<file path="config.mk">
export PLATFORM = sky130hd
export DESIGN_NAME = otter_fetch_unit_flat
export DESIGN_NICKNAME = d
export VERILOG_FILES = /design/src/rtl/otter_fetch_unit_if.sv /design/src/rtl/otter_fetch_unit.sv /design/src/flat_wrapper.sv
export SDC_FILE = /design/constraint.sdc
export NUM_CORES = 1
export LEC_CHECK = 0
export CAP_MARGIN = 20
export CORE_ASPECT_RATIO = 0.6
export CORE_MARGIN = 10
export CORE_UTILIZATION = 45
export CTS_CLUSTER_SIZE = 28
export DETAILED_ROUTE_END_ITERATION = 10
export GPL_ROUTABILITY_DRIVEN = 1
export HOLD_SLACK_MARGIN = 0.08
export PLACE_DENSITY_LB_ADDON = 0.05
export SLEW_MARGIN = 20
export SYNTH_ARGS = -nofsm -noshare
export SYNTH_HDL_FRONTEND = slang
export SYNTH_SLANG_ARGS = --single-unit
</file>
<file path="constraint.sdc">
create_clock -name clk -period 7.71 [get_ports clk]
set_input_delay 1.542 -clock clk [delete_from_list [all_inputs] [get_ports clk]]
set_output_delay 1.542 -clock clk [all_outputs]
set_load 0.01 [all_outputs]
</file>
<file path="src/rtl/otter_fetch_unit_if.sv">
// otter_fetch_unit_if
//   Bundles the fetch unit's connections to the PC register, instruction memory
//   and decoder.
//   master : fetch unit side (drives PC_WE, MEM_RDEN/MEM_ADDR, IR/IR_PC/IR_VALID)
//   slave  : environment side (drives PC_COUNT, FLUSH, MEM_READY, MEM_DVALID,
//            MEM_DOUT, IR_READY)
interface otter_fetch_unit_if #(
  parameter int XLEN = 32
);
  logic [XLEN-1:0] PC_COUNT;
  logic            PC_WE;
  logic            FLUSH;
  logic            MEM_RDEN;
  logic [XLEN-1:0] MEM_ADDR;
  logic            MEM_READY;
  logic            MEM_DVALID;
  logic [XLEN-1:0] MEM_DOUT;
  logic [XLEN-1:0] IR;
  logic [XLEN-1:0] IR_PC;
  logic            IR_VALID;
  logic            IR_READY;

  modport master (
    input  PC_COUNT, FLUSH, MEM_READY, MEM_DVALID, MEM_DOUT, IR_READY,
    output PC_WE, MEM_RDEN, MEM_ADDR, IR, IR_PC, IR_VALID
  );

  modport slave (
    output PC_COUNT, FLUSH, MEM_READY, MEM_DVALID, MEM_DOUT, IR_READY,
    input  PC_WE, MEM_RDEN, MEM_ADDR, IR, IR_PC, IR_VALID
  );
endinterface

</file>
<file path="src/rtl/otter_fetch_unit.sv">
// otter_fetch_unit
//   Instruction fetch front end. Issues one instruction read at a time from
//   PC_COUNT, pulses PC_WE when a request is accepted, and buffers returned
//   words with their PC in a DEPTH-entry FIFO for the decoder. FLUSH empties
//   the buffer and discards any response still in flight.
//   clk   : rising-edge clock
//   RST_N : asynchronous active-low reset
//   bus   : otter_fetch_unit_if.master (PC, memory and decoder signals)
//
//   state | meaning
//   IDLE  | no request outstanding; waiting for a free buffer slot
//   REQ   | read request presented, waiting for MEM_READY
//   WAIT  | request accepted, waiting for MEM_DVALID
module otter_fetch_unit #(
  parameter int DEPTH = 2,
  parameter int XLEN  = 32
) (
  input  logic               clk,
  input  logic               RST_N,
  otter_fetch_unit_if.master bus
);
  localparam int AW = $clog2(DEPTH);
  localparam int CW = AW + 1;

  typedef enum logic [1:0] {IDLE, REQ, WAIT} state_t;

  state_t          state_q, state_d;
  logic [CW-1:0]   count_q, count_d;
  logic [AW-1:0]   wr_ptr_q, rd_ptr_q;
  logic [XLEN-1:0] ir_mem [DEPTH];
  logic [XLEN-1:0] pc_mem [DEPTH];
  logic [XLEN-1:0] tag_q, ir_hold_q, ir_pc_hold_q;
  logic            drop_q, drop_d, tag_load;
  logic            push, pop, room, room_after, ir_valid;

  assign ir_valid   = (count_q != '0);
  assign room       = (count_q < CW'(DEPTH));
  // A response is kept only if no flush happened since (or during) its request.
  assign push       = (state_q == WAIT) && bus.MEM_DVALID && !drop_q && !bus.FLUSH;
  assign pop        = ir_valid && bus.IR_READY && !bus.FLUSH;
  assign room_after = (count_d < CW'(DEPTH));

  always_comb begin
    count_d = count_q;
    if (bus.FLUSH)          count_d = '0;
    else if (push && !pop)  count_d = count_q + CW'(1);
    else if (pop && !push)  count_d = count_q - CW'(1);
  end

  always_comb begin
    state_d      = state_q;
    drop_d       = drop_q;
    tag_load     = 1'b0;
    bus.MEM_RDEN = 1'b0;
    bus.PC_WE    = 1'b0;
    case (state_q)
      IDLE: if (room && !bus.FLUSH) state_d = REQ;
      REQ: begin
        bus.MEM_RDEN = 1'b1;
        if (bus.MEM_READY) begin
          tag_load  = 1'b1;
          drop_d    = bus.FLUSH;
          bus.PC_WE = !bus.FLUSH;
          state_d   = WAIT;
        end else if (bus.FLUSH) begin
          state_d = IDLE;
        end
      end
      WAIT: begin
        if (bus.FLUSH) drop_d = 1'b1;
        if (bus.MEM_DVALID) begin
          drop_d  = 1'b0;
          state_d = room_after ? REQ : IDLE;
        end
      end
      default: state_d = IDLE;
    endcase
  end

  always_ff @(posedge clk or negedge RST_N) begin
    if (!RST_N) begin
      state_q      <= IDLE;
      count_q      <= '0;
      drop_q       <= 1'b0;
      tag_q        <= '0;
      wr_ptr_q     <= '0;
      rd_ptr_q     <= '0;
      ir_hold_q    <= '0;
      ir_pc_hold_q <= '0;
    end else begin
      state_q <= state_d;
      count_q <= count_d;
      drop_q  <= drop_d;
      if (tag_load) tag_q <= bus.PC_COUNT;
      if (bus.FLUSH) begin
        wr_ptr_q <= '0;
        rd_ptr_q <= '0;
      end else begin
        if (push) wr_ptr_q <= wr_ptr_q + AW'(1);
        if (pop)  rd_ptr_q <= rd_ptr_q + AW'(1);
      end
      // Remember the head so IR/IR_PC keep their last value once the buffer empties.
      if (ir_valid) begin
        ir_hold_q    <= ir_mem[rd_ptr_q];
        ir_pc_hold_q <= pc_mem[rd_ptr_q];
      end
    end
  end

  always_ff @(posedge clk) begin
    if (push) begin
      ir_mem[wr_ptr_q] <= bus.MEM_DOUT;
      pc_mem[wr_ptr_q] <= tag_q;
    end
  end

  assign bus.MEM_ADDR = (state_q == REQ) ? bus.PC_COUNT : '0;
  assign bus.IR_VALID = ir_valid;
  assign bus.IR       = ir_valid ? ir_mem[rd_ptr_q] : ir_hold_q;
  assign bus.IR_PC    = ir_valid ? pc_mem[rd_ptr_q] : ir_pc_hold_q;
endmodule

</file>
<file path="src/flat_wrapper.sv">
// flat-port wrapper written by rule: the top's interface ports become plain ports
module otter_fetch_unit_flat 
#(
  parameter int DEPTH = 2,
  parameter int XLEN  = 32
)
  (clk, RST_N, bus_PC_COUNT, bus_FLUSH, bus_MEM_READY, bus_MEM_DVALID, bus_MEM_DOUT, bus_IR_READY, bus_PC_WE, bus_MEM_RDEN, bus_MEM_ADDR, bus_IR, bus_IR_PC, bus_IR_VALID);
  otter_fetch_unit_if #(.XLEN(XLEN)) bus_i ();
  input  logic clk;
  input  logic RST_N;
  input wire logic [$bits(bus_i.PC_COUNT)-1:0] bus_PC_COUNT;
  input wire logic [$bits(bus_i.FLUSH)-1:0] bus_FLUSH;
  input wire logic [$bits(bus_i.MEM_READY)-1:0] bus_MEM_READY;
  input wire logic [$bits(bus_i.MEM_DVALID)-1:0] bus_MEM_DVALID;
  input wire logic [$bits(bus_i.MEM_DOUT)-1:0] bus_MEM_DOUT;
  input wire logic [$bits(bus_i.IR_READY)-1:0] bus_IR_READY;
  output wire logic [$bits(bus_i.PC_WE)-1:0] bus_PC_WE;
  output wire logic [$bits(bus_i.MEM_RDEN)-1:0] bus_MEM_RDEN;
  output wire logic [$bits(bus_i.MEM_ADDR)-1:0] bus_MEM_ADDR;
  output wire logic [$bits(bus_i.IR)-1:0] bus_IR;
  output wire logic [$bits(bus_i.IR_PC)-1:0] bus_IR_PC;
  output wire logic [$bits(bus_i.IR_VALID)-1:0] bus_IR_VALID;
  assign bus_i.PC_COUNT = bus_PC_COUNT;
  assign bus_i.FLUSH = bus_FLUSH;
  assign bus_i.MEM_READY = bus_MEM_READY;
  assign bus_i.MEM_DVALID = bus_MEM_DVALID;
  assign bus_i.MEM_DOUT = bus_MEM_DOUT;
  assign bus_i.IR_READY = bus_IR_READY;
  assign bus_PC_WE = bus_i.PC_WE;
  assign bus_MEM_RDEN = bus_i.MEM_RDEN;
  assign bus_MEM_ADDR = bus_i.MEM_ADDR;
  assign bus_IR = bus_i.IR;
  assign bus_IR_PC = bus_i.IR_PC;
  assign bus_IR_VALID = bus_i.IR_VALID;
  otter_fetch_unit #(.DEPTH(DEPTH), .XLEN(XLEN)) u_core (.clk(clk), .RST_N(RST_N), .bus(bus_i));
endmodule
</file>
==> results of run 1 <==
-- kinds of logic after synthesis --
group | after synthesis | synth area share
multiplexers | 99 | 0.121
adder cells (fa/ha/maj) | 1 | 0.00146
buffers and inverters | 34 | 0.0172
XOR/XNOR | 4 | 0.00409
AO/OA/AOI/OAI | 72 | 0.0428
flip-flops | 231 | 0.750
AND/OR/NAND/NOR | 114 | 0.0631
-- final timing paths --
check | start | end
worst max-delay path | bus_MEM_READY | bus_PC_WE
worst min-delay path | u_core.tag_q[22] | u_core.pc_mem[1][22]
worst max register to register | u_core.count_q[1] | u_core.ir_pc_hold_q[1]
worst min register to register | u_core.tag_q[22] | u_core.pc_mem[1][22]
max in group asynchronous | RST_N | u_core.rd_ptr_q
min in group asynchronous | RST_N | u_core.ir_hold_q[9]
-- metrics by stage --
| stage | hold slack (ps) | setup slack (ps) |
|---|---|---|
| 2_1_floorplan | 437 | 431 |
| 3_3_place_gp | 442 | 2630 |
| 3_5_place_dp | 453 | 2620 |
| 4_1_cts | 465 | 2610 |
| 5_1_grt | 481 | 2490 |
| 6_report | 462 | 2670 |
-- power groups by stage --
stage | logic (W) | clock network (W) | registers, W
finish | 0.00170 | 0.00104 | 0.00180
global route | 0.00186 | 0.00112 | 0.00183
CTS | 0.00175 | 0.00107 | 0.00180
detailed placement | 0.00173 | 0 | 0.00182
global placement | 0.00171 | 0 | 0.00180
floorplan | 0.000862 | 0 | 0.00176
-- final cells by class --
cell class / instances / area [µm²]
clock buffers: 30 / 632
flip-flops and latches: 231 / 6420
fillers: 1399 / 7160
well taps: 240 / 300
inverters: 3 / 11.3
repair buffers: 176 / 1740
clock inverters: 9 / 66.3
multi-input cells: 290 / 2020
-- layer usage --
layer | up-vias | global-route usage | share of wire
met2 | 138 | 0.241 | 0.47
met1 | 2462 | 0.199 | 0.46
met5 | - | 0 | 0
met3 | 19 | 0.0420 | 0.062
li1 | 2318 | - | -
met4 | 0 | 0.0306 | 0.011
-- synth_stat cells (all sizes together) --
| library cell | count | share of area |
|---|---|---|
| edfxtp | 128 | 0.45 |
| dfrtp | 103 | 0.30 |
| o21ai | 67 | 0.039 |
| nand2 | 66 | 0.029 |
| mux2i | 65 | 0.076 |
| mux2 | 34 | 0.045 |
| and2 | 32 | 0.023 |
| clkbuf | 20 | 0.0088 |
| buf | 11 | 0.0072 |
| nor2 | 6 | 0.0026 |
| a21oi | 3 | 0.0018 |
| inv | 3 | 0.0013 |
| xnor2 | 3 | 0.0031 |
| nor2b | 2 | 0.0015 |
| nor3b | 2 | 0.0018 |
| or3 | 2 | 0.0016 |
| a211o | 1 | 0.0010 |
| and2b | 1 | 0.0010 |
| ha | 1 | 0.0015 |
| nand3 | 1 | 0.00058 |
| nor3 | 1 | 0.00058 |
| o21a | 1 | 0.00088 |
| or2b | 1 | 0.00088 |
| xor2 | 1 | 0.0010 |
-- critical path, cell delays in order --
cell	delay, ps
clkdlybuf4s50_1	510
nand2_2	570
nor2_1	270
clkdlybuf4s50_1	600
-- state kept, by name, indices dropped and copies added, names as in the netlist, 2 cells and up --
register	flops
u_core.ir_mem	64
u_core.pc_mem	64
u_core.ir_hold_q	32
u_core.ir_pc_hold_q	32
u_core.tag_q	32
u_core.count_q	2
u_core.state_q	2
-- placed cells by master (no fill, tap or decap), drive strengths merged, types with 3 or more instances in the layout --
| cell type | n |
|---|---|
| a21oi | 3 |
| and2 | 32 |
| buf | 9 |
| clkbuf | 30 |
| clkdlybuf4s50 | 167 |
| clkinv | 7 |
| dfrtp | 103 |
| edfxtp | 128 |
| inv | 3 |
| mux2 | 34 |
| mux2i | 65 |
| nand2 | 66 |
| nor2 | 6 |
| o21ai | 67 |
| xnor2 | 3 |
==> results_dict.tcl, run 1 <==
set metrics [dict create \
    ioPinCount 169 \
    cts-root-buf "clkbuf_16" \
    grt.overflow.total 0 \
    worst_slew_pin_slew_ps 984 \
    dieArea_um2 25100 \
    setup_viol 0 \
    powerDensity_nw_per_um2 406 \
    vias_per_cell 5.04 \
    dr.pass1.iters 4 \
    setup-tns-final_ps 0 \
    holdBufCountCts 0 \
    coreArea_um2 18400 \
    cts_tree "done" \
    switching_share 0.309 \
    utilization 0.610 \
    p_leak_nw 4.15 \
    start_kind "primary input" \
    vias 4937 \
    r2r_slack_ps 5350 \
    antenna_found_initial 0 \
    htreeDepth 1 \
    routed_wl_um 19100 \
    drc 0 \
    yosysUniqueCellTypes 29 \
    crit_type "primary input to primary output" \
    cts.sink_count 231 \
    synth_warnings 0 \
    syn-num-nets 626 \
    grt_pass1_wl_um 30000 \
    globalRouteTotalUtil 0.150 \
    post_cts_buffers 0 \
    port_buffers 168 \
    ctsResizeCount 0 \
    period_minus_slack_ps 5040 \
    seq_power_share 0.396 \
    hold_depth 0 \
    wl_per_cell_um 19.5 \
    ys_seq_area_frac 0.750 \
    die_h_um 127 \
    nNetsFinal 795 \
    ys_seq_elements 231 \
    dp_cells 940 \
    synthCells 555 \
    relSlewSlack 0.342 \
    path_clk_slew_ps 60 \
    dpl_cell_area_um2 10500 \
    clockBufferDepth 3 \
    clk_latency_ps 490 \
    cp_max_fo 35 \
    p_int_w 0.00314 \
    p_sw_w 0.00140 \
    grt_max_degree 98 \
    die_x_um 198 \
    fmaxAchievable_ghz 0.199 \
    grt_setup_unrepaired "no" \
    cts_inserted_buffers 22 \
    ant_nets 0 \
    crit_path_end_kind "primary output" \
    dp_hpwl_um 12200 \
    cp.arrival_ps 3490 \
    finalPower_w 0.00454 \
    irDropWorstVdd_mv 0.213 \
    combinationalPowerShare 0.375 \
    slew_viol_final 0 \
    finalCritPeriodShare 0.653 \
    netlist_area_um2 8560 \
    place_congestion 0.699 \
    area_growth_pct 30.8 \
    hold_viol 0 \
    cp_data_required_time_ps 6170 \
    num_antenna_cells 0 \
    drtIter0Drc 262 \
    rows 38 \
    stdcell_count 979 \
    status "finished, final reports clean" \
    power_frac_clock 0.229 \
    finClkSkew_ps 12.2 \
    grt_pass1_vias 5178 \
    min-delay-path-class "register to register" \
    r2r_cells 4 \
    avgSynthCellArea_um2 15.4 \
    start_util 0.466 \
    drive_gt1_frac 0.108 \
    stdcell_area_um2 11200 \
    cap_viol_max_count 0 \
]
Note: power is estimated with default switching activity, not from simulation.
==> inputs of run 2 (changes only) <==
clock period = 4.3 ns   (was 7.71 ns; I/O delays follow)
==> run 2 against run 1 <==
Against the previous run: clock skew up 4.0 ps; clock-buffer cell count down 5; cell area up 0.49%; critical endpoint is now bus_IR_PC[21]; largest power group unchanged.
==> results_dict.tcl, run 2 (synthesis gave the netlist of run 1 again) <==
set metrics [dict create \
    status "finished, final reports clean" \
    grt_pass1_vias 5305 \
    ant_nets 0 \
    worst_slew_pin_slew_ps 1020 \
    irDropWorstVdd_mv 0.396 \
    relSlewSlack 0.323 \
    start_util 0.466 \
    vias_per_cell 4.98 \
    dr.pass1.iters 5 \
    dp_cells 944 \
    dieArea_um2 25100 \
    crit_path_end_kind "primary output" \
    slew_viol_final 0 \
    start_kind "register" \
    rows 38 \
    post_cts_buffers 0 \
    setup-tns-final_ps 0 \
    period_minus_slack_ps 3910 \
    cts-root-buf "clkbuf_16" \
    top_regs "u_core.ir_mem: 64 flops, u_core.pc_mem: 64 flops" \
    ioPinCount 169 \
    stdcell_area_um2 11200 \
    place_congestion 0.746 \
    powerDensity_nw_per_um2 731 \
    path_clk_slew_ps 70 \
    slowest_stage "ha_4" \
    cp_data_required_time_ps 3440 \
    clockBufferDepth 3 \
    finClkSkew_ps 16.2 \
    path_buf_inv 3 \
    crit_type "register to primary output" \
    wl_per_cell_um 19.5 \
    stdcell_count 980 \
    mostFrequentLayoutCells "167 x clkdlybuf4s50_1, 128 x edfxtp_1, 102 x dfrtp_1" \
    grt_pass1_wl_um 30100 \
    utilization 0.613 \
    r2r_cells 6 \
    finalCritPeriodShare 0.909 \
    num_antenna_cells 0 \
    p_leak_nw 4.19 \
    worst-path-stages 6 \
    nNetsFinal 798 \
    coreArea_um2 18400 \
    grt_max_degree 107 \
    routed_wl_um 19100 \
    cp.arrival_ps 3050 \
    globalRouteTotalUtil 0.151 \
    worstPathCellList "inv_1, ha_4, buf_4, nand2_1, o21ai_0, clkdlybuf4s50_1" \
    cts_tree "done" \
    vias 4879 \
    area_growth_pct 31.4 \
    final_common_cell "clkdlybuf4s50_1" \
    fmaxAchievable_ghz 0.256 \
    htreeDepth 1 \
    die_x_um 198 \
    setup_viol 0 \
    dpl_cell_area_um2 10500 \
    cap_viol_max_count 0 \
    clk_latency_ps 490 \
    critPathTopFamily "buffers and inverters" \
    drive_gt1_frac 0.116 \
    holdBufCountCts 0 \
    drtIter0Drc 284 \
    ctsResizeCount 0 \
    drc 0 \
    port_buffers 168 \
    min-delay-path-class "primary input to asynchronous set/reset pin" \
    hold_viol 0 \
    cts.sink_count 231 \
    grt.overflow.total 0 \
    cts_inserted_buffers 21 \
    antenna_found_initial 0 \
    grt_setup_unrepaired "no" \
    cp_max_fo 106 \
    die_h_um 127 \
    slowest_delay_ps 830 \
    dp_hpwl_um 12800 \
]
[run 2: cell type report]
| cell class | count | area [µm²] |
|---|---|---|
| Fill cell | 1390 | 7100 |
| Sequential cell | 231 | 6420 |
| Multi-Input combinational cell | 290 | 2030 |
| Timing Repair Buffer | 180 | 1770 |
| Clock buffer | 25 | 551 |
| Tap cell | 240 | 300 |
| Clock inverter | 11 | 160 |
| Inverter | 3 | 11.3 |
[run 2: through the flow]
step	hold WS, ps	worst slack [ps]	total power [W]
final	392	389	0.00822
after global routing	415	135	0.00872
after CTS	417	355	0.00835
after detailed placement	451	897	0.00639
after global placement	440	993	0.00629
after floorplan	437	3.34	0.00470
[run 2: path summary, 6_finish.rpt]
kind / startpoint / endpoint / slack [ps]
setup / recovery: u_core.count_q[1] / bus_IR_PC[21] / 390
hold / removal: RST_N / u_core.ir_hold_q[9] / 390
setup reg to reg: u_core.count_q[1] / u_core.state_q[0] / 1670
hold reg to reg: u_core.tag_q[14] / u_core.pc_mem[1][14] / 460
max in group asynchronous: RST_N / u_core.ir_pc_hold_q[28] / 2940
min in group clk: u_core.tag_q[14] / u_core.pc_mem[1][14] / 460
[run 2: layer usage]
layer  track usage  vias up  part of all wire
li1              -     2317                 -
met1         0.203     2405              0.45
met4        0.0311        0             0.014
met2         0.240      135              0.46
met3        0.0420       22             0.073
met5             0        -                 0
[run 2: worst register-to-register path, delay by kind of cell, from the launching register on]
family | cells | cell delay, ps
AOI/OAI and AO/OA | 1 | 260
adders and majority gates | 1 | 830
buffers and inverters | 1 | 120
DFF | 1 | 390
muxes | 2 | 610
and+or+nand+nor | 1 | 300
[run 2: power by group]
group          total, W  internal (W)  switching, W  leakage [nW]
Sequential      0.00326       0.00296      0.000295          2.41
Combinational   0.00303       0.00158       0.00144          1.43
Clock           0.00193       0.00116      0.000773         0.353
Total           0.00822       0.00571       0.00251          4.19
